<file path="config.mk">
export PLATFORM = sky130hd
export DESIGN_NAME = im_loader
export DESIGN_NICKNAME = d
export VERILOG_FILES = /design/src/rtl/im_loader.sv
export SDC_FILE = /design/constraint.sdc
export NUM_CORES = 1
export LEC_CHECK = 0
export BUFFER_PORTS_ARGS = -buffer_cell sky130_fd_sc_hd__buf_2
export CELL_PAD_IN_SITES_DETAIL_PLACEMENT = 1
export CELL_PAD_IN_SITES_GLOBAL_PLACEMENT = 2
export CORE_UTILIZATION = 37
export DETAILED_ROUTE_END_ITERATION = 10
export PLACE_DENSITY_LB_ADDON = 0.1
export SLEW_MARGIN = 20
export SYNTH_ARGS = -nofsm -noshare
export SYNTH_HDL_FRONTEND = slang
export SYNTH_SLANG_ARGS = --single-unit
</file>
<file path="constraint.sdc">
create_clock -name clk -period 6.2 [get_ports clk]
set_clock_uncertainty 0.05 [all_clocks]
set_input_delay 1.24 -clock clk [delete_from_list [all_inputs] [get_ports clk]]
set_output_delay 1.24 -clock clk [all_outputs]
set_load 0.05 [all_outputs]
</file>
<file path="src/rtl/im_loader.sv">
// im_loader: assembles a host byte stream into instruction words and writes them to the IM from address 0.
// Define IM_LOADER_CHECKSUM_EN to require a trailing XOR checksum byte over the payload.
module im_loader #(
  parameter int ADDR_W = 13,
  parameter int DATA_W = 20
) (
  input  logic              clk,
  input  logic              rst,
  input  logic              start,
  input  logic              byte_vld,
  input  logic [7:0]        byte_in,
  output logic              byte_rdy,
  output logic              im_we,
  output logic [ADDR_W-1:0] im_waddr,
  output logic [DATA_W-1:0] im_wdata,
  output logic              cpu_hold,
  output logic              busy,
  output logic              done,
  output logic              err
);
  typedef enum logic [3:0] {
    S_IDLE, S_CNT0, S_CNT1, S_B0, S_B1, S_B2, S_WRITE, S_CSUM, S_DONE, S_ERROR
  } state_t;
  localparam int HB = DATA_W - 16;
  state_t r_state, w_next;
  logic r_byte_rdy, r_we, r_hold, r_busy, r_done, r_err;
  logic [ADDR_W-1:0] r_addr;
  logic [ADDR_W:0] r_wc, w_wc_inc;
  logic [13:0] r_n, w_n;
  logic [7:0] r_b0, r_b1;
  logic [DATA_W-1:0] r_wdata;
  logic w_xfer, w_go, w_n_bad, w_b2_bad, w_last;
`ifdef IM_LOADER_CHECKSUM_EN
  logic [7:0] r_xor;
`endif
  assign w_xfer = byte_vld & r_byte_rdy;
  assign w_n = {byte_in[5:0], r_n[7:0]};
  assign w_n_bad = (w_n == 14'd0) || (32'(w_n) > (32'd1 << ADDR_W));
  assign w_b2_bad = (byte_in >> HB) != 8'd0;
  assign w_wc_inc = r_wc + (ADDR_W+1)'(1);
  assign w_last = 32'(w_wc_inc) == 32'(r_n);
  assign w_go = start && (r_state == S_IDLE || r_state == S_DONE || r_state == S_ERROR);
  always_comb begin
    w_next = r_state;
    case (r_state)
      S_IDLE, S_DONE, S_ERROR: w_next = start ? S_CNT0 : r_state;
      S_CNT0:  w_next = w_xfer ? S_CNT1 : r_state;
      S_CNT1:  w_next = !w_xfer ? r_state : w_n_bad ? S_ERROR : S_B0;
      S_B0:    w_next = w_xfer ? S_B1 : r_state;
      S_B1:    w_next = w_xfer ? S_B2 : r_state;
      S_B2:    w_next = !w_xfer ? r_state : w_b2_bad ? S_ERROR : S_WRITE;
`ifdef IM_LOADER_CHECKSUM_EN
      S_WRITE: w_next = w_last ? S_CSUM : S_B0;
      S_CSUM:  w_next = !w_xfer ? r_state : (byte_in == r_xor) ? S_DONE : S_ERROR;
`else
      S_WRITE: w_next = w_last ? S_DONE : S_B0;
`endif
      default: w_next = S_IDLE;
    endcase
  end
  // outputs are registered decodes of the next state so they line up with r_state
  always_ff @(posedge clk) begin
    if (rst) begin
      r_state <= S_IDLE;
      r_byte_rdy <= 1'b0;
      r_we <= 1'b0;
      r_hold <= 1'b0;
      r_busy <= 1'b0;
      r_done <= 1'b0;
      r_err <= 1'b0;
      r_addr <= '0;
      r_wc <= '0;
      r_n <= '0;
      r_b0 <= '0;
      r_b1 <= '0;
      r_wdata <= '0;
    end else begin
      r_state <= w_next;
      r_byte_rdy <= w_next inside {S_CNT0, S_CNT1, S_B0, S_B1, S_B2, S_CSUM};
      r_we <= w_next == S_WRITE;
      r_hold <= !(w_next inside {S_IDLE, S_DONE});
      r_busy <= !(w_next inside {S_IDLE, S_DONE, S_ERROR});
      r_done <= w_next == S_DONE;
      r_err <= w_next == S_ERROR;
      if (w_go) begin
        r_addr <= '0;
        r_wc <= '0;
      end else if (r_state == S_WRITE) begin
        r_addr <= r_addr + ADDR_W'(1);
        r_wc <= w_wc_inc;
      end
      if (w_xfer && r_state == S_CNT0) r_n[7:0] <= byte_in;
      if (w_xfer && r_state == S_CNT1) r_n[13:8] <= byte_in[5:0];
      if (w_xfer && r_state == S_B0) r_b0 <= byte_in;
      if (w_xfer && r_state == S_B1) r_b1 <= byte_in;
      if (w_xfer && r_state == S_B2 && !w_b2_bad) r_wdata <= DATA_W'({byte_in, r_b1, r_b0});
    end
  end
`ifdef IM_LOADER_CHECKSUM_EN
  always_ff @(posedge clk) begin
    if (rst || w_go) r_xor <= '0;
    else if (w_xfer && r_state inside {S_B0, S_B1, S_B2}) r_xor <= r_xor ^ byte_in;
  end
`endif
  assign byte_rdy = r_byte_rdy;
  assign im_we = r_we;
  assign im_waddr = r_addr;
  assign im_wdata = r_wdata;
  assign cpu_hold = r_hold;
  assign busy = r_busy;
  assign done = r_done;
  assign err = r_err;
endmodule

</file>
After elaboration in Yosys (flattened, before gate mapping)
Index checks and enable logic that the tools add are counted.
Storage, ports and cells
  bits in registers: 87
Operators by class
  bitwise operators: 1
  $add $sub $neg: 2
  $lt $le $gt $ge: 1
  equal/unequal tests: 18
  multiplexer cells: 10
  reduce and logical (&&, ||, !) cells: 22
Operators by type and width (count)
  $mux 4: 9
  $eq 4x3->1 const B: 7
  $pmux 4 s7: 1
  $eq 4x2->1 const B: 4
  $eq 4x4->1 const B: 4
  $add 14x1->14 const B: 1
  $eq 14x14->1: 1
  $gt 14x14->1 const B: 1
  $logic_not 14->1: 1
  $add 13x1->13 const B: 1
  $eq 4x1->1 const B: 2
  $logic_not 4->1: 2
  $reduce_bool 8->1: 1
  $logic_and 1x1->1: 7
  $reduce_bool 6->1: 1
  $logic_not 1->1: 3
  $logic_or 1x1->1: 3
  $reduce_bool 3->1: 1
  $reduce_or 3->1: 1
  $reduce_bool 2->1: 1
  $reduce_or 2->1: 1
  $and 1x1->1: 1

Longest topological paths before layout
  depth in word-level cells: 8
  depth in mapped cells: 8

Worst setup path after synthesis
Ideal clock, no wire load.
  path kind: input to register
  start: input port byte_in[5]
  end: register r_busy (netlist: busy)
  data required time: 6.013 ns
  stages: 7
  setup time: 0.137 ns
  slack: 3.300 ns
  arrival: 2.713 ns
  cell sequence: clkbuf_1 or4_1 o21ai_0 o32a_1 nand3b_1 o211ai_1 o22ai_1
Between the ends
  word-level cells in the longest chain between the ends: 8
  elaborated cells on any way between the ends: 14
  classes of those cells: order compare: 1; eq/ne: 2; mux: 5; reduce/logical: 6
RTL lines
  start, declared: RTL line 11  | input logic [7:0] byte_in,
  $gt 14x14->1 / $logic_not 14->1 (equally long branches): RTL line 38  | assign w_n_bad = (w_n == 14'd0) || (32'(w_n) > (32'd1 << ADDR_W));
  $logic_or 1x1->1: RTL line 38
  $mux 4 (2 in a row): RTL line 48  | S_CNT1: w_next = !w_xfer ? r_state : w_n_bad ? S_ERROR : S_B0;
  $pmux 4 s7 (*): RTL line 45  | case (r_state)
  $eq 4x4->1 / $logic_not 4->1 (equally long branches): RTL line 82  | r_busy <= !(w_next inside {S_IDLE, S_DONE, S_ERROR});
  $reduce_bool 3->1 (*): RTL line 82
  $logic_not 1->1 (*): RTL line 82
  end signal, assigned: RTL line 82
  end, declared: RTL line 26  | logic r_byte_rdy, r_we, r_hold, r_busy, r_done, r_err;
Every way passes the cells marked *; elsewhere a longest branch is shown, timed or not.
A chain may end at the register's enable or synchronous reset.

Final worst setup path
  start: input port byte_in[5]
  end: register r_byte_rdy (netlist: byte_rdy)
Between the ends
  word-level cells in the longest chain between the ends: 7
  elaborated cells on any way between the ends: 16
  classes of those cells: order compare: 1; eq/ne: 6; mux: 5; reduce/logical: 4
RTL lines
  $gt 14x14->1 / $logic_not 14->1 (equally long branches): RTL line 38
  $logic_or 1x1->1: RTL line 38
  $mux 4 (2 in a row): RTL line 48
  $pmux 4 s7 (*): RTL line 45
  $eq 4x1->1 (tied with other cells): RTL line 79  | r_byte_rdy <= w_next inside {S_CNT0, S_CNT1, S_B0, S_B1, S_B2, S_CSUM};
  $reduce_bool 6->1 (*): RTL line 79
  end signal, assigned: RTL line 79
  end, declared: RTL line 26
Marked as above.

==> results.cfg <==
[grt]
antenna_found_initial = 0
global_route_wire_length_before_repair_um = 15900
number_of_global_route_vias_before_repair = 3118
grt_usage_pct = 18.4
largest_net_degree_at_the_start_of_global_routing = 62
gr-total-overflow = 0

[clock_network]
clock_sink_total = 87
path_clk_slew_ns = 0.09
tritoncts_clock_tree = built
resized_cells_post_cts = 0
insertion_delay_to_the_later_sink_of_the_worst_skew_pair_ns = 0.36
clockBufferDepth = 2
cts-buffers-inserted = 9
clock_tree.htree_level_count = 3
cts_hold_repair.buffers = 0
cts_setup_buffers = 0
root_buffer = sky130_fd_sc_hd__clkbuf_8

[yosys]
synth.cell_area_um2 = 3960
synthFlopType = sky130_fd_sc_hd__dfxtp_1
postSynthCellCount = 456
synth_largest_area_cell = sky130_fd_sc_hd__dfxtp_1
synth_enable_flop_cells = 0
synth-async-reset-ratio_pct = 0
biggest_area_contributors_in_the_synthesized_netlist = sky130_fd_sc_hd__dfxtp_1 44%, sky130_fd_sc_hd__mux2i_1 7.6%, sky130_fd_sc_hd__nor2_1 6.6%, sky130_fd_sc_hd__nand2_1 5.9%, sky130_fd_sc_hd__xnor2_1 4.2%
synth_fp_nets = 470
synthDistinctLibCells = 53
synth_sequential_area_ratio_pct = 43.9
synth_seq_cells = 87
yosysWarningCount = 0
post-synth-top-area-fraction_pct = 43.9
mapped_avg_cell_area_um2 = 8.69

[finish]
layout_commonest_cell = sky130_fd_sc_hd__dfxtp_1
nNetsFinal = 506
final_layout_size_suffix_gt1_share_pct = 15.5
antennaDiodeCount = 0
area_growth_syn_to_layout_pct = 12.5
filler_cell_count = 1259
mostFrequentLayoutCells = 87 x sky130_fd_sc_hd__dfxtp_1, 70 x sky130_fd_sc_hd__nor2_1, 62 x sky130_fd_sc_hd__nand2_1

[flow_run]
drv_cap = 0

[critical_path]
endpoint_kind = flop
critical_path_arrival_ns = 3.18
reg2reg_depth = 7
rrSetupSlack_ns = 3.44
critical_path.startpoint = byte_in[5]
timing.rr.end = busy
start_kind = input port
crit_path_end = byte_rdy
critical_path_required_time_ns = 6.39
timing.rr.start = r_wc[0]
cp_max_fanout = 21
criticalPathCategory = input port to flop

[power]
total_leakage_power_uw = 0.00175
ir_drop_uv = 107
power_density_nw_per_um2 = 234

[sta]
slew-limit-headroom_pct = 33.9
tightestPinTransition_ns = 0.988
max_freq_ghz = 0.335
setup-tns-final_ns = 0
drv_slew = 0
timing.final.crit_share_pct = 48.2
rsz_0062_raised_after_global_routing = false
layout_setup_ws_ns = 3.21
finalHoldViolations = 0
finalCriticalPeriod_ns = 2.99
number_of_failing_setup_endpoints_in_the_final_timing_report = 0

[floorplanning]
initial_utilization_pct = 38.2
dieArea_um2 = 11100
core_um2 = 10400
floorplan.rows = 37
fp.dieW_um = 106
die-height_um = 106
num_io_pins = 51

[detailed_routing]
wirelength_um = 9740
dr.pass1.iters = 4
route.antenna.remaining_nets = 0
drt-wirelength-per-cell_um = 15.4
routed-via-count = 3245
post_drt_via_cell_ratio = 5.13
drt_drc_violations_left = 0
initialDrtViolationCount = 75

[placement]
place.detailed.hpwl_um = 6800
dp_worst_setup_slack_ns = 2.77
input_output_buffers = 50
gpl.final_weighted_congestion = 0.775

[run_status]
result_of_the_run = complete, no violations

[hold_path]
holdCritPathClass = flop to flop
-- metrics by stage --
stage | instances | hold slack [ns] | instance area, um^2 | util [%] | total power [uW]
4_1_cts | 632 | 0.406 | 4460 | 43.0 | 1060
5_1_grt | 632 | 0.416 | 4460 | 43.0 | 1090
3_5_place_dp | 617 | 0.398 | 4250 | 41.0 | 641
2_1_floorplan | 456 | 0.381 | 3960 | - | 623
3_3_place_gp | 617 | 0.387 | 4250 | 41.0 | 640
6_report | 632 | 0.401 | 4460 | 43.0 | 1040
-- sequential cells by signal, indices dropped and copies added (netlist names) --
signal,cells
busy,1
r_state,4
byte_rdy,1
cpu_hold,1
r_wc,14
r_b1,8
im_waddr,13
r_n,14
im_we,1
im_wdata,20
err,1
r_b0,8
done,1
-- power by group --
group          switching, uW  internal (uW)
registers               6.60            563
clock network            217            200
logic                   40.8           16.9
total                    264            780
-- routing by layer --
metal	track usage, %	vias to the layer above	share of wire, %
met4	7.74	0	1.6
met5	0	-	0
met3	3.15	12	2.7
li1	-	1640	-
met1	24.9	1548	50
met2	28.9	45	45
-- cell families after synthesis --
kind of cell	share of synthesized area (%)
AOI/OAI and AO/OA	11.0
DFF	43.9
xor gates and xnor gates	8.81
and+or+nand+nor	23.8
adders and majority gates	0.631
buffers and inverters	4.20
muxes	7.58
-- critical path: stages --
cell and delay [ns]:
sky130_fd_sc_hd__buf_2 0.17, sky130_fd_sc_hd__or4_1 0.61, sky130_fd_sc_hd__nor2_1 0.14, sky130_fd_sc_hd__and2_1 0.67, sky130_fd_sc_hd__nor2_1 0.13, sky130_fd_sc_hd__o211ai_1 0.13, sky130_fd_sc_hd__o21ai_1 0.07
-- cells in the mapped netlist (all sizes together), types with 8 or more instances --
master   n
o21ai    9
mux2i   30
dfxtp   87
buf      8
nor3     8
xnor2   19
a21oi   34
nor2    70
clkbuf  19
nand2   62
xor2    20
nand4    8
nand3   11
-- area by class of cell --
cell class | count | area [um^2] | area share [%]
clock buffers | 10 | 138 | 3.09
clock inverters | 5 | 66.3 | 1.49
inverters | 4 | 15.0 | 0.337
multi-input cells | 338 | 2060 | 46.3
flip-flops and latches | 87 | 1740 | 39.1
well taps | 136 | 170 | 3.82
repair buffers | 52 | 265 | 5.95
-- worst min-delay path by stage --
stage,end,depth (start not counted),from,slack (ns)
final,im_wdata[9],2,r_b1[1],0.40
after detailed placement,im_wdata[9],2,r_b1[1],0.40
after CTS,im_wdata[9],2,r_b1[1],0.41
after global routing,im_wdata[9],2,r_b1[1],0.42
after global placement,im_wdata[9],2,r_b1[1],0.39
after floorplan,im_wdata[0],2,r_b0[0],0.38
(Power assumes the default switching activity.)
